[src/rtl/butterfly_r2_pipe_if.sv]
// Clock/reset bundle and valid/ready/last handshake bundle used by the radix-2 butterfly.
// The reset member keeps its legacy name rstn but is active-high.
interface butterfly_r2_pipe_clk_if;
   logic clk;
   logic rstn;
   modport sink (input clk, input rstn);
   modport source (output clk, output rstn);
endinterface

interface butterfly_r2_pipe_axis_if;
   logic tvalid;
   logic tready;
   logic tlast;
   modport master (output tvalid, output tlast, input tready);
   modport slave (input tvalid, input tlast, output tready);
endinterface

[src/rtl/butterfly_r2_pipe.sv]
// Pipelined radix-2 DIT butterfly: y0 = x0 + x1*w, y1 = x0 - x1*w with optional conj(w),
// divide-by-2 with round-half-up, saturation and a sticky overflow flag; global-stall backpressure.
module butterfly_r2_pipe #(
   parameter int DW       = 9,
   parameter int TW       = 16,
   parameter int OW       = 10,
   parameter int MULT_LAT = 3
) (
   butterfly_r2_pipe_clk_if.sink     clk_rstn_i,
   butterfly_r2_pipe_axis_if.slave   s_axis,
   butterfly_r2_pipe_axis_if.master  m_axis,
   input  logic [1:0]                mode_i,
   input  logic [4*DW-1:0]           data_i,
   input  logic [2*TW-1:0]           twiddle_i,
   output logic [4*OW-1:0]           data_o,
   output logic                      ovf_o,
   input  logic                      clr_ovf_i
);
   localparam int PW = DW + TW;
   localparam int ML = MULT_LAT - 1;
   localparam int EW = (OW > DW + 3) ? OW : DW + 3;
   localparam logic signed [EW-1:0] SAT_MAX = EW'((2 ** (OW - 1)) - 1);
   localparam logic signed [EW-1:0] SAT_MIN = ~SAT_MAX;
   localparam logic signed [PW:0]   RND_C   = (PW + 1)'(2 ** (TW - 2));

   // Round-half-up already added; keep the Q(TW-1) integer part (DW+2 bits).
   function automatic logic signed [DW+1:0] rnd_shift(input logic signed [PW:0] v);
      return v[PW:TW-1];
   endfunction

   // One output part: x0 +/- t, optional halving with round-half-up, clamp to OW bits.
   function automatic logic [OW:0] add_sat(input logic signed [DW-1:0] a,
                                           input logic signed [DW+1:0] t,
                                           input logic sub, input logic scl);
      logic signed [EW-1:0] ya, yt, y;
      ya = a;
      yt = t;
      if (sub) y = ya - yt;
      else     y = ya + yt;
      if (scl) begin
         y = y + EW'(1);
         y = y >>> 1;
      end
      if (y > SAT_MAX)      return {1'b1, SAT_MAX[OW-1:0]};
      else if (y < SAT_MIN) return {1'b1, SAT_MIN[OW-1:0]};
      else                  return {1'b0, y[OW-1:0]};
   endfunction

   logic clk, rst;
   assign clk = clk_rstn_i.clk;
   assign rst = clk_rstn_i.rstn;

   logic ce, rdy_en_r, a_vld_r, a_last_r, a_sat_r, ovf_r;
   logic [4*OW-1:0] data_r;
   assign ce            = ~a_vld_r | m_axis.tready;
   assign s_axis.tready = ce & rdy_en_r;
   assign m_axis.tvalid = a_vld_r;
   assign m_axis.tlast  = a_last_r;
   assign data_o        = data_r;
   assign ovf_o         = ovf_r;

   logic signed [DW-1:0] x0r_s, x0i_s, x1r_s, x1i_s;
   logic signed [TW-1:0] wr_s, wi_s;
   logic signed [TW:0]   wi_ext_s, wi_eff_s;
   assign x0r_s    = data_i[4*DW-1:3*DW];
   assign x0i_s    = data_i[3*DW-1:2*DW];
   assign x1r_s    = data_i[2*DW-1:DW];
   assign x1i_s    = data_i[DW-1:0];
   assign wr_s     = twiddle_i[2*TW-1:TW];
   assign wi_s     = twiddle_i[TW-1:0];
   assign wi_ext_s = wi_s;

   // Conjugate twiddle in inverse mode; the extra bit makes -(-1.0) exact.
   always_comb begin
      wi_eff_s = wi_ext_s;
      if (mode_i[0]) wi_eff_s = -wi_ext_s;
      else           wi_eff_s = wi_ext_s;
   end

   logic signed [PW-1:0] prr_s, pii_s, pri_s, pir_s;
   assign prr_s = PW'(x1r_s) * PW'(wr_s);
   assign pii_s = PW'(x1i_s) * PW'(wi_eff_s);
   assign pri_s = PW'(x1r_s) * PW'(wi_eff_s);
   assign pir_s = PW'(x1i_s) * PW'(wr_s);

   logic signed [PW-1:0] m_prr_r [MULT_LAT];
   logic signed [PW-1:0] m_pii_r [MULT_LAT];
   logic signed [PW-1:0] m_pri_r [MULT_LAT];
   logic signed [PW-1:0] m_pir_r [MULT_LAT];
   logic signed [DW-1:0] m_x0r_r [MULT_LAT];
   logic signed [DW-1:0] m_x0i_r [MULT_LAT];
   logic                 m_scl_r [MULT_LAT];
   logic                 m_last_r [MULT_LAT];
   logic                 m_vld_r [MULT_LAT];

   // Ready enable: tready stays low until the first clock after reset release.
   always_ff @(posedge clk or posedge rst) begin
      if (rst) rdy_en_r <= 1'b0;
      else     rdy_en_r <= 1'b1;
   end

   // Multiply stage delay line (maps onto the DSP pipeline registers).
   always_ff @(posedge clk or posedge rst) begin
      if (rst) begin
         for (int i = 0; i < MULT_LAT; i++) begin
            m_prr_r[i]  <= '0;
            m_pii_r[i]  <= '0;
            m_pri_r[i]  <= '0;
            m_pir_r[i]  <= '0;
            m_x0r_r[i]  <= '0;
            m_x0i_r[i]  <= '0;
            m_scl_r[i]  <= 1'b0;
            m_last_r[i] <= 1'b0;
            m_vld_r[i]  <= 1'b0;
         end
      end else if (ce) begin
         m_prr_r[0]  <= prr_s;
         m_pii_r[0]  <= pii_s;
         m_pri_r[0]  <= pri_s;
         m_pir_r[0]  <= pir_s;
         m_x0r_r[0]  <= x0r_s;
         m_x0i_r[0]  <= x0i_s;
         m_scl_r[0]  <= mode_i[1];
         m_last_r[0] <= s_axis.tlast;
         m_vld_r[0]  <= s_axis.tvalid & rdy_en_r;
         for (int i = 1; i < MULT_LAT; i++) begin
            m_prr_r[i]  <= m_prr_r[i-1];
            m_pii_r[i]  <= m_pii_r[i-1];
            m_pri_r[i]  <= m_pri_r[i-1];
            m_pir_r[i]  <= m_pir_r[i-1];
            m_x0r_r[i]  <= m_x0r_r[i-1];
            m_x0i_r[i]  <= m_x0i_r[i-1];
            m_scl_r[i]  <= m_scl_r[i-1];
            m_last_r[i] <= m_last_r[i-1];
            m_vld_r[i]  <= m_vld_r[i-1];
         end
      end
   end

   logic signed [PW:0] tr_s, ti_s;
   assign tr_s = (PW + 1)'(m_prr_r[ML]) - (PW + 1)'(m_pii_r[ML]) + RND_C;
   assign ti_s = (PW + 1)'(m_pri_r[ML]) + (PW + 1)'(m_pir_r[ML]) + RND_C;

   logic signed [DW+1:0] r_tr_r, r_ti_r;
   logic signed [DW-1:0] r_x0r_r, r_x0i_r;
   logic                 r_scl_r, r_last_r, r_vld_r;

   // Rounding stage: complex product t rounded back to data scale.
   always_ff @(posedge clk or posedge rst) begin
      if (rst) begin
         r_tr_r   <= '0;
         r_ti_r   <= '0;
         r_x0r_r  <= '0;
         r_x0i_r  <= '0;
         r_scl_r  <= 1'b0;
         r_last_r <= 1'b0;
         r_vld_r  <= 1'b0;
      end else if (ce) begin
         r_tr_r   <= rnd_shift(tr_s);
         r_ti_r   <= rnd_shift(ti_s);
         r_x0r_r  <= m_x0r_r[ML];
         r_x0i_r  <= m_x0i_r[ML];
         r_scl_r  <= m_scl_r[ML];
         r_last_r <= m_last_r[ML];
         r_vld_r  <= m_vld_r[ML];
      end
   end

   logic [OW:0] y0r_s, y0i_s, y1r_s, y1i_s;
   assign y0r_s = add_sat(r_x0r_r, r_tr_r, 1'b0, r_scl_r);
   assign y0i_s = add_sat(r_x0i_r, r_ti_r, 1'b0, r_scl_r);
   assign y1r_s = add_sat(r_x0r_r, r_tr_r, 1'b1, r_scl_r);
   assign y1i_s = add_sat(r_x0i_r, r_ti_r, 1'b1, r_scl_r);

   // Add/subtract stage and output register.
   always_ff @(posedge clk or posedge rst) begin
      if (rst) begin
         data_r   <= '0;
         a_sat_r  <= 1'b0;
         a_vld_r  <= 1'b0;
         a_last_r <= 1'b0;
      end else if (ce) begin
         data_r   <= {y0r_s[OW-1:0], y0i_s[OW-1:0], y1r_s[OW-1:0], y1i_s[OW-1:0]};
         a_sat_r  <= y0r_s[OW] | y0i_s[OW] | y1r_s[OW] | y1i_s[OW];
         a_vld_r  <= r_vld_r;
         a_last_r <= r_last_r;
      end
   end

   // Sticky overflow: only beats actually handed downstream count; set beats clear.
   always_ff @(posedge clk or posedge rst) begin
      if (rst)                                         ovf_r <= 1'b0;
      else if (a_vld_r & m_axis.tready & a_sat_r)      ovf_r <= 1'b1;
      else if (clr_ovf_i)                              ovf_r <= 1'b0;
      else                                             ovf_r <= ovf_r;
   end
endmodule

[src/flat_wrapper.sv]
// flat-port wrapper written by rule: the top's interface ports become plain ports
module butterfly_r2_pipe_flat 
#(
   parameter int DW       = 9,
   parameter int TW       = 16,
   parameter int OW       = 10,
   parameter int MULT_LAT = 3
)
  (mode_i, data_i, twiddle_i, data_o, ovf_o, clr_ovf_i, clk_rstn_i_clk, clk_rstn_i_rstn, s_axis_tvalid, s_axis_tlast, s_axis_tready, m_axis_tvalid, m_axis_tlast, m_axis_tready);
  butterfly_r2_pipe_clk_if clk_rstn_i_i ();
  butterfly_r2_pipe_axis_if s_axis_i ();
  butterfly_r2_pipe_axis_if m_axis_i ();
  input  logic [1:0] mode_i;
  input  logic [4*DW-1:0] data_i;
  input  logic [2*TW-1:0] twiddle_i;
  output logic [4*OW-1:0] data_o;
  output logic ovf_o;
  input  logic clr_ovf_i;
  input wire logic [$bits(clk_rstn_i_i.clk)-1:0] clk_rstn_i_clk;
  input wire logic [$bits(clk_rstn_i_i.rstn)-1:0] clk_rstn_i_rstn;
  input wire logic [$bits(s_axis_i.tvalid)-1:0] s_axis_tvalid;
  input wire logic [$bits(s_axis_i.tlast)-1:0] s_axis_tlast;
  output wire logic [$bits(s_axis_i.tready)-1:0] s_axis_tready;
  output wire logic [$bits(m_axis_i.tvalid)-1:0] m_axis_tvalid;
  output wire logic [$bits(m_axis_i.tlast)-1:0] m_axis_tlast;
  input wire logic [$bits(m_axis_i.tready)-1:0] m_axis_tready;
  assign clk_rstn_i_i.clk = clk_rstn_i_clk;
  assign clk_rstn_i_i.rstn = clk_rstn_i_rstn;
  assign s_axis_i.tvalid = s_axis_tvalid;
  assign s_axis_i.tlast = s_axis_tlast;
  assign s_axis_tready = s_axis_i.tready;
  assign m_axis_tvalid = m_axis_i.tvalid;
  assign m_axis_tlast = m_axis_i.tlast;
  assign m_axis_i.tready = m_axis_tready;
  butterfly_r2_pipe #(.DW(DW), .TW(TW), .OW(OW), .MULT_LAT(MULT_LAT)) u_core (.clk_rstn_i(clk_rstn_i_i), .s_axis(s_axis_i), .m_axis(m_axis_i), .mode_i(mode_i), .data_i(data_i), .twiddle_i(twiddle_i), .data_o(data_o), .ovf_o(ovf_o), .clr_ovf_i(clr_ovf_i));
endmodule
[config.mk]
export PLATFORM = sky130hd
export DESIGN_NAME = butterfly_r2_pipe_flat
export DESIGN_NICKNAME = d
export VERILOG_FILES = /design/src/rtl/butterfly_r2_pipe_if.sv /design/src/rtl/butterfly_r2_pipe.sv /design/src/flat_wrapper.sv
export SDC_FILE = /design/constraint.sdc
export NUM_CORES = 2
export LEC_CHECK = 0
export ABC_AREA = 0
export CORE_ASPECT_RATIO = 1.2
export CORE_MARGIN = 2
export CORE_UTILIZATION = 50
export DETAILED_ROUTE_END_ITERATION = 10
export PLACE_DENSITY = 0.69
export SKIP_LAST_GASP = 1
export SYNTH_ARGS = -nofsm -noshare
export SYNTH_HDL_FRONTEND = slang
export SYNTH_SLANG_ARGS = --single-unit
export TNS_END_PERCENT = 100
[constraint.sdc]
create_clock -name clk_rstn_i_clk -period 15.8 [get_ports clk_rstn_i_clk]
set_input_delay 3.16 -clock clk_rstn_i_clk [delete_from_list [all_inputs] [get_ports clk_rstn_i_clk]]
set_output_delay 3.16 -clock clk_rstn_i_clk [all_outputs]
set_load 0.02 [all_outputs]
==> impl_metrics.ini <==
[status]
status = complete, no violations

[worst_setup_path]
cp_data_arrival_time_ns = 10.73
crit_fanout = 19
crit_required_ns = 16.24
worstSetupEndpointType = register
timing.setup.critical_path_class = in -> reg
setup.worst_path.start_class = input port

[final_layout]
post_layout_nonfiller_instances = 5977
layout-area-overhead-vs-synth_pct = 9.00
n_antenna_cell = 0
design_area_sq_mm = 0.0463
fin_nets = 5725
layout-drive-gt1-share_pct = 3.80

[logic_synthesis]
most_numerous_cell_types_in_the_synthesized_netlist = sky130_fd_sc_hd__nand2_1 (1,281), sky130_fd_sc_hd__inv_1 (517), sky130_fd_sc_hd__fa_1 (488)
synthDistinctLibCells = 99
synth_area_leaders = sky130_fd_sc_hd__dfrtp_1 (27%), sky130_fd_sc_hd__fa_1 (23%), sky130_fd_sc_hd__nand2_1 (11%)
synth_area_sq_mm = 0.0425
synth.yosys.seq_area_share_pct = 26.6
synth_ff_type = sky130_fd_sc_hd__dfrtp_1
synth.yosys.warnings = 0
syn_inst_count = 4806
synth_seq_cells = 451
synth_top_area_share_pct = 26.6
postSynthAreaPerCell_sq_um = 8.84
synth.most_common_cell = sky130_fd_sc_hd__nand2_1
synth-edff-count = 0
asyncSetResetFlopFracSynth_pct = 100
synth_largest_area_cell = sky130_fd_sc_hd__dfrtp_1
synth_fp_nets = 5719

[placement]
hpwl_um = 72600
place_worst_setup_slack_ns = 4.87
dpl_cell_area_sq_mm = 0.0447
gp_congestion = 0.864
place.detailed.instances = 5893
port-buffer-count = 119

[grt]
grtUsageMet3_pct = 2.00
globalRoute.totalOverflow = 0
grt_first_pass_wirelength_um = 166000
grt_busiest_layer = met2
met1_track_usage_gr_pct = 29.6
maximum_number_of_pins_on_one_net_before_global_route_repair = 129
gr-usage-met2_pct = 40.9
vias_in_the_first_global_route = 32900
grt_antenna_before_repair = 1
grt_util_all_layers_pct = 23.1

[floorplanning]
dieWidth_um = 270
start_util_pct = 50.3
core_ar_sq_mm = 0.0845
top_level_ports = 120
chipHeight_um = 323
rows = 117
design.die.area_sq_mm = 0.0873

[sta]
period_needed_ns = 10.29
grt_setup_unrepaired = no
max_freq_ghz = 0.0972
hold_viol_final = 0
setup_viol_count_final = 0
drv_slew = 0
finalSetupTns_ns = 0
max_slew.worst_pin.slew_ns = 1.02
fin_ws_ns = 5.51
worst_slew_margin_relative_to_its_limit_pct = 31.9
timing.final.crit_share_pct = 65.1
final.setup_skew_ns = 0.0297

[clocking]
clk_transition_reported_paths_ns = 0.06
clock_tree.htree_level_count = 2
clk-insertion-delay-late_ns = 0.62
cts_setup_buffers = 0
number_of_buffers_created_by_cts = 47
clock_tree_from_tritoncts = built
clock_tree.buffer_depth = 3
cts_repair_resize_count = 0
cts_hold_buffers = 0
tritoncts_num_sinks = 451
cts-root-buf = sky130_fd_sc_hd__clkbuf_16

[drt]
route.detailed.wl_per_inst_um = 16.2
remaining_drc_errors = 0
dr_total_vias = 31800
detail_route.iter0.violations = 2097
drtPass1Iterations = 5
postRouteWirelength_um = 97000
routed_via_density = 5.32
ant_nets = 0

[flow_run]
reported_max_cap_violation_count = 0

[worst_hold_path]
min-delay-path-class = reg -> reg
## worst max-delay path, cell delays in order
cell                              delay [ns]
sky130_fd_sc_hd__clkdlybuf4s50_1        0.84
sky130_fd_sc_hd__inv_1                  0.30
sky130_fd_sc_hd__ha_1                   0.20
sky130_fd_sc_hd__nand2b_1               0.10
sky130_fd_sc_hd__o41ai_1                0.33
sky130_fd_sc_hd__xnor2_1                0.17
sky130_fd_sc_hd__buf_4                  0.24
sky130_fd_sc_hd__nand2_1                0.10
sky130_fd_sc_hd__fa_1                   0.52
sky130_fd_sc_hd__inv_1                  0.05
sky130_fd_sc_hd__fa_1                   0.50
sky130_fd_sc_hd__inv_1                  0.05
sky130_fd_sc_hd__fa_1                   0.53
sky130_fd_sc_hd__inv_1                  0.05
sky130_fd_sc_hd__fa_1                   0.43
sky130_fd_sc_hd__ha_1                   0.29
sky130_fd_sc_hd__ha_1                   0.32
sky130_fd_sc_hd__a21o_1                 0.20
sky130_fd_sc_hd__a2111oi_0              0.78
sky130_fd_sc_hd__o31a_1                 0.28
sky130_fd_sc_hd__o21ai_0                0.13
sky130_fd_sc_hd__o41ai_1                0.51
sky130_fd_sc_hd__o2111ai_1              0.19
sky130_fd_sc_hd__a21oi_1                0.20
sky130_fd_sc_hd__xnor2_1                0.14
sky130_fd_sc_hd__o21ai_0                0.09
## placed cells by master (no fill, tap or decap), types with 9 or more instances in the layout
master                            netlist  layout
sky130_fd_sc_hd__clkbuf_16              0      48
sky130_fd_sc_hd__o211ai_1              14      14
sky130_fd_sc_hd__o21bai_1              16      16
sky130_fd_sc_hd__nor2b_1               18      17
sky130_fd_sc_hd__nor3_1                56      56
sky130_fd_sc_hd__o21ai_1                8       9
sky130_fd_sc_hd__o21a_1                27      27
sky130_fd_sc_hd__nand2b_1              57      56
sky130_fd_sc_hd__a31oi_1               36      36
sky130_fd_sc_hd__fa_1                 488     488
sky130_fd_sc_hd__clkinv_2               0       9
sky130_fd_sc_hd__nor2_1               212     212
sky130_fd_sc_hd__or3_1                 19      19
sky130_fd_sc_hd__and2_1               255     255
sky130_fd_sc_hd__nand2_1             1281    1281
sky130_fd_sc_hd__ha_1                 349     349
sky130_fd_sc_hd__dfrtp_1              451     450
sky130_fd_sc_hd__a21oi_1              148     148
sky130_fd_sc_hd__buf_4                  2      59
sky130_fd_sc_hd__xor2_1                50      50
sky130_fd_sc_hd__clkdlybuf4s50_1        0     118
sky130_fd_sc_hd__o21ai_0              146     145
sky130_fd_sc_hd__o31ai_1               19      19
sky130_fd_sc_hd__nor4_1                10      10
sky130_fd_sc_hd__and3_1                21      21
sky130_fd_sc_hd__xnor2_1              111     111
sky130_fd_sc_hd__clkbuf_1             208      11
sky130_fd_sc_hd__nand4_1               10      10
sky130_fd_sc_hd__inv_1                517     516
sky130_fd_sc_hd__nand3_1               38      38
sky130_fd_sc_hd__o22a_1                12      12
sky130_fd_sc_hd__a21o_1                34      34
sky130_fd_sc_hd__a211oi_1              20      20
## metrics by stage
step	hold slack [ns]	utilization, %
after global routing	0.481	54.8
after floorplan	0.430	-
after CTS	0.467	54.8
after detailed placement	0.454	52.9
after global placement	0.446	52.9
final	0.464	54.8
## layout make-up
class                   count  area, sq um
repair buffers            178         1630
clock inverters            19          293
well taps                1130         1410
multi-input cells        3615        28400
flip-flops and latches    451        11300
inverters                 519         1960
clock buffers              65         1330
fillers                  7741        38200
## layer usage
metal / routed length (um) / part of all wire [%]
met4: 3680 / 3.8
met2: 48400 / 50
met3: 3110 / 3.2
met5: 13 / 0.013
met1: 41800 / 43
## flip-flops by register name, summed over array words and instances (netlist names), 3 cells and up
signal and flops:
u_core.m_x0r_r 27, u_core.r_ti_r 11, u_core.m_pii_r 75, u_core.m_x0i_r 27, u_core.m_scl_r 3, u_core.m_pri_r 75, u_core.r_tr_r 11, u_core.m_vld_r 3
u_core.r_x0i_r 9, u_core.m_last_r 3, u_core.m_pir_r 75, u_core.data_o 40, u_core.r_x0r_r 9, u_core.m_prr_r 75
## path summary, 6_finish.rpt
| check | start | endpoint | slack, ns | cells past startpoint |
|---|---|---|---|---|
| min in group asynchronous | clk_rstn_i_rstn | u_core.m_x0i_r[19]$_DFFE_PP0N_ | 3.15 | 2 |
| min | u_core.m_pii_r[0]$_DFFE_PP0N_ | u_core.m_pii_r[0]$_DFFE_PP0N_ | 0.46 | 2 |
| max in group asynchronous | clk_rstn_i_rstn | u_core.m_pri_r[32]$_DFFE_PP0N_ | 10.39 | 4 |
| max reg2reg | u_core.r_x0r_r[0]$_DFFE_PP0N_ | u_core.a_sat_r$_DFFE_PP0N_ | 11.80 | 14 |
| max | twiddle_i[0] | u_core.m_pri_r[74]$_DFFE_PP0N_ | 5.51 | 26 |
| min reg2reg | u_core.m_pii_r[0]$_DFFE_PP0N_ | u_core.m_pii_r[0]$_DFFE_PP0N_ | 0.46 | 2 |
## logic make-up (layout without fill, tap and decap cells)
group	after synthesis	count (layout)	synth area share (%)
other	1	1	0.00883
adder cells (fa/ha/maj)	837	837	33.3
AND/OR/NAND/NOR	2023	2023	21.0
XOR/XNOR	164	164	3.43
AO/OA/AOI/OAI	581	581	8.93
buffers and inverters	740	781	6.61
multiplexers	9	9	0.224
flip-flops	451	451	26.6
Power is left out: the tool's default activity adds up to more than one toggle a clock period on the data nets, which glitch-free logic cannot reach.
